<file path="src/rtl/reg_timer_pkg.sv">
// Shared definitions for the register-interface timer: register offsets,
// the hardware state record and the byte-enable merge helper.
package reg_timer_pkg;

  localparam int unsigned CtrlOffset       = 32'h00;
  localparam int unsigned PrescaleOffset   = 32'h04;
  localparam int unsigned CountLoOffset    = 32'h08;
  localparam int unsigned CountHiOffset    = 32'h0C;
  localparam int unsigned CmpLoOffset      = 32'h10;
  localparam int unsigned CmpHiOffset      = 32'h14;
  localparam int unsigned IntrStateOffset  = 32'h18;
  localparam int unsigned IntrEnableOffset = 32'h1C;
  localparam int unsigned IntrTestOffset   = 32'h20;

  // Software-visible timer state. The prescale field is 32 bits wide so the
  // record does not depend on the core's parameters; the core keeps the bits
  // above its prescaler width at zero.
  typedef struct packed {
    logic        enable;
    logic [31:0] prescale;
    logic [63:0] count;
    logic [63:0] cmp;
    logic        intr_state;
    logic        intr_enable;
  } reg_timer_hw_t;

  // Compare resets to all-ones so nothing fires out of reset.
  localparam reg_timer_hw_t HwReset = '{
    enable:      1'b0,
    prescale:    32'h0,
    count:       64'h0,
    cmp:         '1,
    intr_state:  1'b0,
    intr_enable: 1'b0
  };

  // Replace only the byte lanes selected by be.
  function automatic logic [31:0] be_merge(input logic [31:0] old_val,
                                           input logic [31:0] wdata,
                                           input logic [3:0]  be);
    logic [31:0] res;
    res = old_val;
    for (int i = 0; i < 4; i++) begin
      if (be[i]) res[8*i +: 8] = wdata[8*i +: 8];
    end
    return res;
  endfunction

endpackage

</file>
<file path="src/rtl/reg_timer_tick.sv">
// Prescaler: counts 0..prescale while enabled and pulses tick_o on the
// terminal value, then wraps to 0. Held at 0 while disabled.
module reg_timer_tick #(
  parameter int unsigned PrescaleW = 12
) (
  input  logic                 clk_i,
  input  logic                 rst_ni,
  input  logic                 enable,
  input  logic [PrescaleW-1:0] prescale,
  output logic                 tick_o
);

  logic [PrescaleW-1:0] cnt_q, cnt_d;

  // Tick on the terminal value; restart from 0 on tick or when disabled.
  always_comb begin
    tick_o = enable && (cnt_q == prescale);
    cnt_d  = cnt_q + PrescaleW'(1);
    if (!enable || tick_o) cnt_d = '0;
  end

  // Prescaler state.
  always_ff @(posedge clk_i or negedge rst_ni) begin
    if (!rst_ni) begin
      cnt_q <= '0;
    end else begin
      cnt_q <= cnt_d;
    end
  end

endmodule

</file>
<file path="src/rtl/reg_timer_core.sv">
// Timer peripheral core: register decode, 64-bit prescaled up-counter,
// 64-bit compare and a single level interrupt.
module reg_timer_core
  import reg_timer_pkg::*;
#(
  parameter int unsigned RegAw     = 8,
  parameter int unsigned PrescaleW = 12
) (
  input  logic             clk_i,
  input  logic             rst_ni,
  input  logic             re_i,
  input  logic             we_i,
  input  logic [RegAw-1:0] addr_i,
  input  logic [31:0]      wdata_i,
  input  logic [3:0]       be_i,
  output logic [31:0]      rdata_o,
  output logic             error_o,
  output logic             intr_o
);

  localparam logic [RegAw-1:0] AddrCtrl       = RegAw'(CtrlOffset);
  localparam logic [RegAw-1:0] AddrPrescale   = RegAw'(PrescaleOffset);
  localparam logic [RegAw-1:0] AddrCountLo    = RegAw'(CountLoOffset);
  localparam logic [RegAw-1:0] AddrCountHi    = RegAw'(CountHiOffset);
  localparam logic [RegAw-1:0] AddrCmpLo      = RegAw'(CmpLoOffset);
  localparam logic [RegAw-1:0] AddrCmpHi      = RegAw'(CmpHiOffset);
  localparam logic [RegAw-1:0] AddrIntrState  = RegAw'(IntrStateOffset);
  localparam logic [RegAw-1:0] AddrIntrEnable = RegAw'(IntrEnableOffset);
  localparam logic [RegAw-1:0] AddrIntrTest   = RegAw'(IntrTestOffset);

  localparam logic [31:0] PrescaleMask = 32'((64'd1 << PrescaleW) - 64'd1);

  reg_timer_hw_t hw_q, hw_d;
  logic          intr_q;
  logic          tick;
  logic          addr_hit;
  logic          wr_en;
  logic          cmp_hit;
  logic          w1c;
  logic          test_set;
  logic [31:0]   rdata_mux;

  reg_timer_tick #(
    .PrescaleW(PrescaleW)
  ) u_tick (
    .clk_i    (clk_i),
    .rst_ni   (rst_ni),
    .enable   (hw_q.enable),
    .prescale (hw_q.prescale[PrescaleW-1:0]),
    .tick_o   (tick)
  );

  // Address decode and read mux; INTR_TEST is mapped but reads as zero.
  always_comb begin
    addr_hit  = 1'b1;
    rdata_mux = '0;
    case (addr_i)
      AddrCtrl:       rdata_mux = {31'b0, hw_q.enable};
      AddrPrescale:   rdata_mux = hw_q.prescale;
      AddrCountLo:    rdata_mux = hw_q.count[31:0];
      AddrCountHi:    rdata_mux = hw_q.count[63:32];
      AddrCmpLo:      rdata_mux = hw_q.cmp[31:0];
      AddrCmpHi:      rdata_mux = hw_q.cmp[63:32];
      AddrIntrState:  rdata_mux = {31'b0, hw_q.intr_state};
      AddrIntrEnable: rdata_mux = {31'b0, hw_q.intr_enable};
      AddrIntrTest:   rdata_mux = '0;
      default:        addr_hit  = 1'b0;
    endcase
  end

  assign error_o = (re_i | we_i) & ~addr_hit;
  assign rdata_o = (re_i & addr_hit) ? rdata_mux : '0;
  assign wr_en   = we_i & addr_hit;
  assign cmp_hit = hw_q.count >= hw_q.cmp;

  // Next state: tick increment first, then software writes override the
  // written half only, so the other half still takes the carry.
  always_comb begin
    hw_d     = hw_q;
    w1c      = 1'b0;
    test_set = 1'b0;
    if (tick) hw_d.count = hw_q.count + 64'd1;
    if (wr_en) begin
      case (addr_i)
        AddrCtrl:       if (be_i[0]) hw_d.enable = wdata_i[0];
        AddrPrescale:   hw_d.prescale = be_merge(hw_q.prescale, wdata_i, be_i) & PrescaleMask;
        AddrCountLo:    hw_d.count[31:0]  = be_merge(hw_q.count[31:0], wdata_i, be_i);
        AddrCountHi:    hw_d.count[63:32] = be_merge(hw_q.count[63:32], wdata_i, be_i);
        AddrCmpLo:      hw_d.cmp[31:0]    = be_merge(hw_q.cmp[31:0], wdata_i, be_i);
        AddrCmpHi:      hw_d.cmp[63:32]   = be_merge(hw_q.cmp[63:32], wdata_i, be_i);
        AddrIntrState:  w1c = be_i[0] & wdata_i[0];
        AddrIntrEnable: if (be_i[0]) hw_d.intr_enable = wdata_i[0];
        AddrIntrTest:   test_set = be_i[0] & wdata_i[0];
        default:        ;
      endcase
    end
    // Set sources win over a simultaneous clear.
    hw_d.intr_state = cmp_hit | test_set | (hw_q.intr_state & ~w1c);
  end

  // Register state and the registered interrupt output.
  always_ff @(posedge clk_i or negedge rst_ni) begin
    if (!rst_ni) begin
      hw_q   <= HwReset;
      intr_q <= 1'b0;
    end else begin
      hw_q   <= hw_d;
      intr_q <= hw_q.intr_state & hw_q.intr_enable;
    end
  end

  assign intr_o = intr_q;

endmodule

</file>
<file path="config.mk">
export PLATFORM = sky130hd
export DESIGN_NAME = reg_timer_core
export DESIGN_NICKNAME = d
export VERILOG_FILES = /design/src/rtl/reg_timer_pkg.sv /design/src/rtl/reg_timer_tick.sv /design/src/rtl/reg_timer_core.sv
export SDC_FILE = /design/constraint.sdc
export NUM_CORES = 1
export LEC_CHECK = 0
export CAP_MARGIN = 15
export CORE_MARGIN = 3
export CORE_UTILIZATION = 50
export DETAILED_ROUTE_END_ITERATION = 7
export GPL_TIMING_DRIVEN = 0
export HOLD_SLACK_MARGIN = 0.12
export PLACE_DENSITY = 0.78
export SYNTH_ARGS = -nofsm -noshare
export SYNTH_HDL_FRONTEND = slang
export SYNTH_SLANG_ARGS = --single-unit
export TNS_END_PERCENT = 100
</file>
<file path="constraint.sdc">
create_clock -name clk_i -period 4.5 [get_ports clk_i]
set_input_delay 0.45 -clock clk_i [delete_from_list [all_inputs] [get_ports clk_i]]
set_output_delay 0.45 -clock clk_i [all_outputs]
set_load 0.01 [all_outputs]
</file>
==> results.sh <==
export IMPL_status="finished with violations"
export IMPL_violations="DRC"
export IMPL_clock_latency_ns=0.44
export IMPL_drive_gt1_share_pct=14.41
export IMPL_syn_area_mm2=0.01062
export IMPL_crit_start="addr_i[7]"
export IMPL_cts_resized=0
export IMPL_max_slew_margin_pct=31.60
export IMPL_grt_util_all_layers_pct=29.51
export IMPL_postCtsHoldBufs=0
export IMPL_vdd_drop_max_mv=0.2372
export IMPL_die_x_um=151.7
export IMPL_root_buffer="clkbuf_16"
export IMPL_async_flop_share_pct=100.0
export IMPL_grt_overflow=0
export IMPL_cpMostUsedCell="clkdlybuf4s50_1"
export IMPL_initial_core_util_pct=51.64
export IMPL_syn_instance_count=1186
export IMPL_crit_type="in2out"
export IMPL_synthDistinctLibCells=81
export IMPL_r2r_start="u_tick.cnt_q[1]"
export IMPL_critPathSlowestCell="nor3_2"
export IMPL_fillers=1818
export IMPL_final_area_mm2=0.01235
export IMPL_num_rows=52
export IMPL_crit_path_cell_trace="clkdlybuf4s50_1 -> or4_1 -> clkbuf_2 -> nor3_2 -> clkbuf_1 -> a22oi_1 -> a21oi_1 -> clkdlybuf4s50_1"
export IMPL_synth_top_area_share_pct=21.68
export IMPL_synth_common_cells="nand2_1 (138), dfrtp_1 (92), nor2_1 (88), inv_1 (76), ha_1 (66)"
export IMPL_yosysSeqAreaShare_pct=37.52
export IMPL_cp_data_required_time_ns=4.05
export IMPL_synth_edf_count=0
export IMPL_drc=8
export IMPL_portBuffers=79
export IMPL_htreeDepth=4
export IMPL_power_leakage_nw=5.171
export IMPL_synth_warnings=0
export IMPL_timing_final_crit_period_ns=4.432
export IMPL_cts_made_buffers=17
export IMPL_powerDensity_mw_per_mm2=259.8
export IMPL_grt_pass1_wl_um=52860
export IMPL_num_antenna_cells=0
export IMPL_ys_ff_latch=156
export IMPL_endpoint_kind="output pin"
export IMPL_vias=10260
export IMPL_final_nets=1399
export IMPL_drv_slew=0
export IMPL_setup_violations=0
export IMPL_arrival_ns=3.98
export IMPL_grt_pass1_vias=9844
export IMPL_min_period_over_period_pct=98.50
export IMPL_wl_per_cell_um=21.64
export IMPL_gp_congestion=0.9641
export IMPL_maxCapViolations=0
export IMPL_io_pins=82
export IMPL_cp_max_fo=10
export IMPL_drt_iter0_markers=1433
export IMPL_fin_skew_ns=0.01117
export IMPL_ys_top_cells_by_area="dfrtp_1 (22%), dfstp_2 (16%), ha_1 (7.8%)"
export IMPL_rr_endpoint="hw_q[94]"
export IMPL_hold_violations=0
export IMPL_avgSynthCellArea_um2=8.953
export IMPL_coreArea_mm2=0.02056
export IMPL_die_h_um=151.7
export IMPL_die_area_mm2=0.02302
export IMPL_synth_area_leader_cell="dfrtp_1"
export IMPL_clk_path_buf_depth=2
export IMPL_cpPeakStageDelay_ns=0.79
export IMPL_rr_worst_depth=6
export IMPL_postRouteAntennaNets=0
export IMPL_wl_um=33930
export IMPL_crit_end="rdata_o[8]"
export IMPL_p_total_mw=3.209
export IMPL_fmax_ghz=0.2256
export IMPL_first_pass_iters=8
export IMPL_synthFlopType="dfrtp_1"
export IMPL_antenna_found_initial=0
export IMPL_hpwlAfterDp_um=24930
export IMPL_syn_nets=1300
export IMPL_clkTransAtPathRegs_ns=0.07
export IMPL_yosysMostFrequentCell="nand2_1"
export IMPL_worstSetupStartpointType="input port"
export IMPL_reg2reg_setup_slack_ns=1.24
export IMPL_viasPerCell=6.545
export IMPL_cts_tree="built"
export IMPL_postCtsSetupBuffers=0
export IMPL_rsz0062_at_grt="no"
export IMPL_worstMarginPinSlew_ns=1.022
export IMPL_hp_class="in2async"
export IMPL_place_area_mm2=0.01178
export IMPL_grt_max_degree=89
export IMPL_syn_to_final_growth_pct=16.34
export IMPL_cts_sinks=156
power breakdown:
| part | switching, mW | leakage (nW) | total [mW] | internal (mW) |
|---|---|---|---|---|
| logic | 0.151 | 3.01 | 0.257 | 0.106 |
| registers | 0.0495 | 1.88 | 1.50 | 1.45 |
| clock network | 0.640 | 0.281 | 1.45 | 0.813 |
| total | 0.841 | 5.17 | 3.21 | 2.37 |
layer usage:
layer	global-route usage (%)	wire length [µm]	vias to the layer above
met3	4.759	2833	119
met1	39.05	13840	4942
met5	0	0	-
met4	14.20	1529	0
li1	-	-	4632
met2	47.31	15730	569
placed cells by master (no fill, tap or decap), types with 16 or more instances in the layout:
| cell | Yosys | final |
|---|---|---|
| nand2_1 | 138 | 138 |
| dfrtp_1 | 92 | 92 |
| nor2_1 | 88 | 88 |
| clkdlybuf4s50_1 | 0 | 78 |
| inv_1 | 76 | 76 |
| ha_1 | 66 | 66 |
| a21oi_1 | 64 | 64 |
| dfstp_2 | 64 | 64 |
| o21ai_0 | 51 | 51 |
| mux2_2 | 50 | 50 |
| clkbuf_1 | 46 | 47 |
| nand3_1 | 45 | 45 |
| a222oi_1 | 31 | 31 |
| nand4_1 | 27 | 27 |
| and3_1 | 25 | 25 |
| nor3_1 | 21 | 21 |
| and2_1 | 19 | 19 |
| xor2_1 | 18 | 18 |
| and4_1 | 18 | 18 |
| clkbuf_16 | 0 | 17 |
| a21o_1 | 16 | 16 |
registers in the layout (all words and copies together), names as in the netlist:
register / cells
hw_q: 143
u_tick.cnt_q: 12
intr_o: 1
per-stage QoR:
stage	util [%]	hold WS (ns)	instances	TNS, ns	worst slack [ns]
final	60.08	0.06470	1568	0	0.06770
after global routing	60.08	0.1487	1568	0	0.02065
after CTS	60.08	0.1228	1568	0	0.1707
after detailed placement	57.27	0.5087	1536	0	0.1891
after global placement	57.13	0.4959	1535	-406.44	-3.441
after floorplan	-	0.1544	1186	0	1.953
cell families after synthesis:
group | count (synthesis) | share of synthesized area, %
compound gates | 289 | 19.17
mux | 56 | 5.869
flops | 156 | 37.52
buf+inv | 139 | 5.208
fa+ha+maj | 66 | 7.777
simple gates | 458 | 22.64
xor+xnor | 22 | 1.815
layout make-up:
type / count / area (µm²) / share of cell area [%]
Multi-Input combinational cell: 891 / 6081 / 49.23
Tap cell: 270 / 337.8 / 2.735
Timing Repair Buffer: 80 / 819.5 / 6.634
Buffer: 63 / 267.8 / 2.168
Inverter: 76 / 285.3 / 2.309
Clock inverter: 11 / 107.6 / 0.8711
Clock buffer: 21 / 470.5 / 3.808
Sequential cell: 156 / 3984 / 32.25
critical path, delay by kind of cell:
family,cells,cell delay [ns]
and+or+nand+nor,2,1.34
AOI/OAI and AO/OA,2,0.40
buffers and inverters,4,1.79
how the worst min path moves through the flow:
stage,cells past startpoint,endpoint,start
after floorplan,0,hw_q[0],rst_ni
after global placement,1,intr_o,hw_q[0]
after detailed placement,2,hw_q[59],hw_q[59]
after CTS,1,hw_q[92],rst_ni
after global routing,1,hw_q[91],rst_ni
final,1,hw_q[91],rst_ni
(Power assumes the default switching activity.)
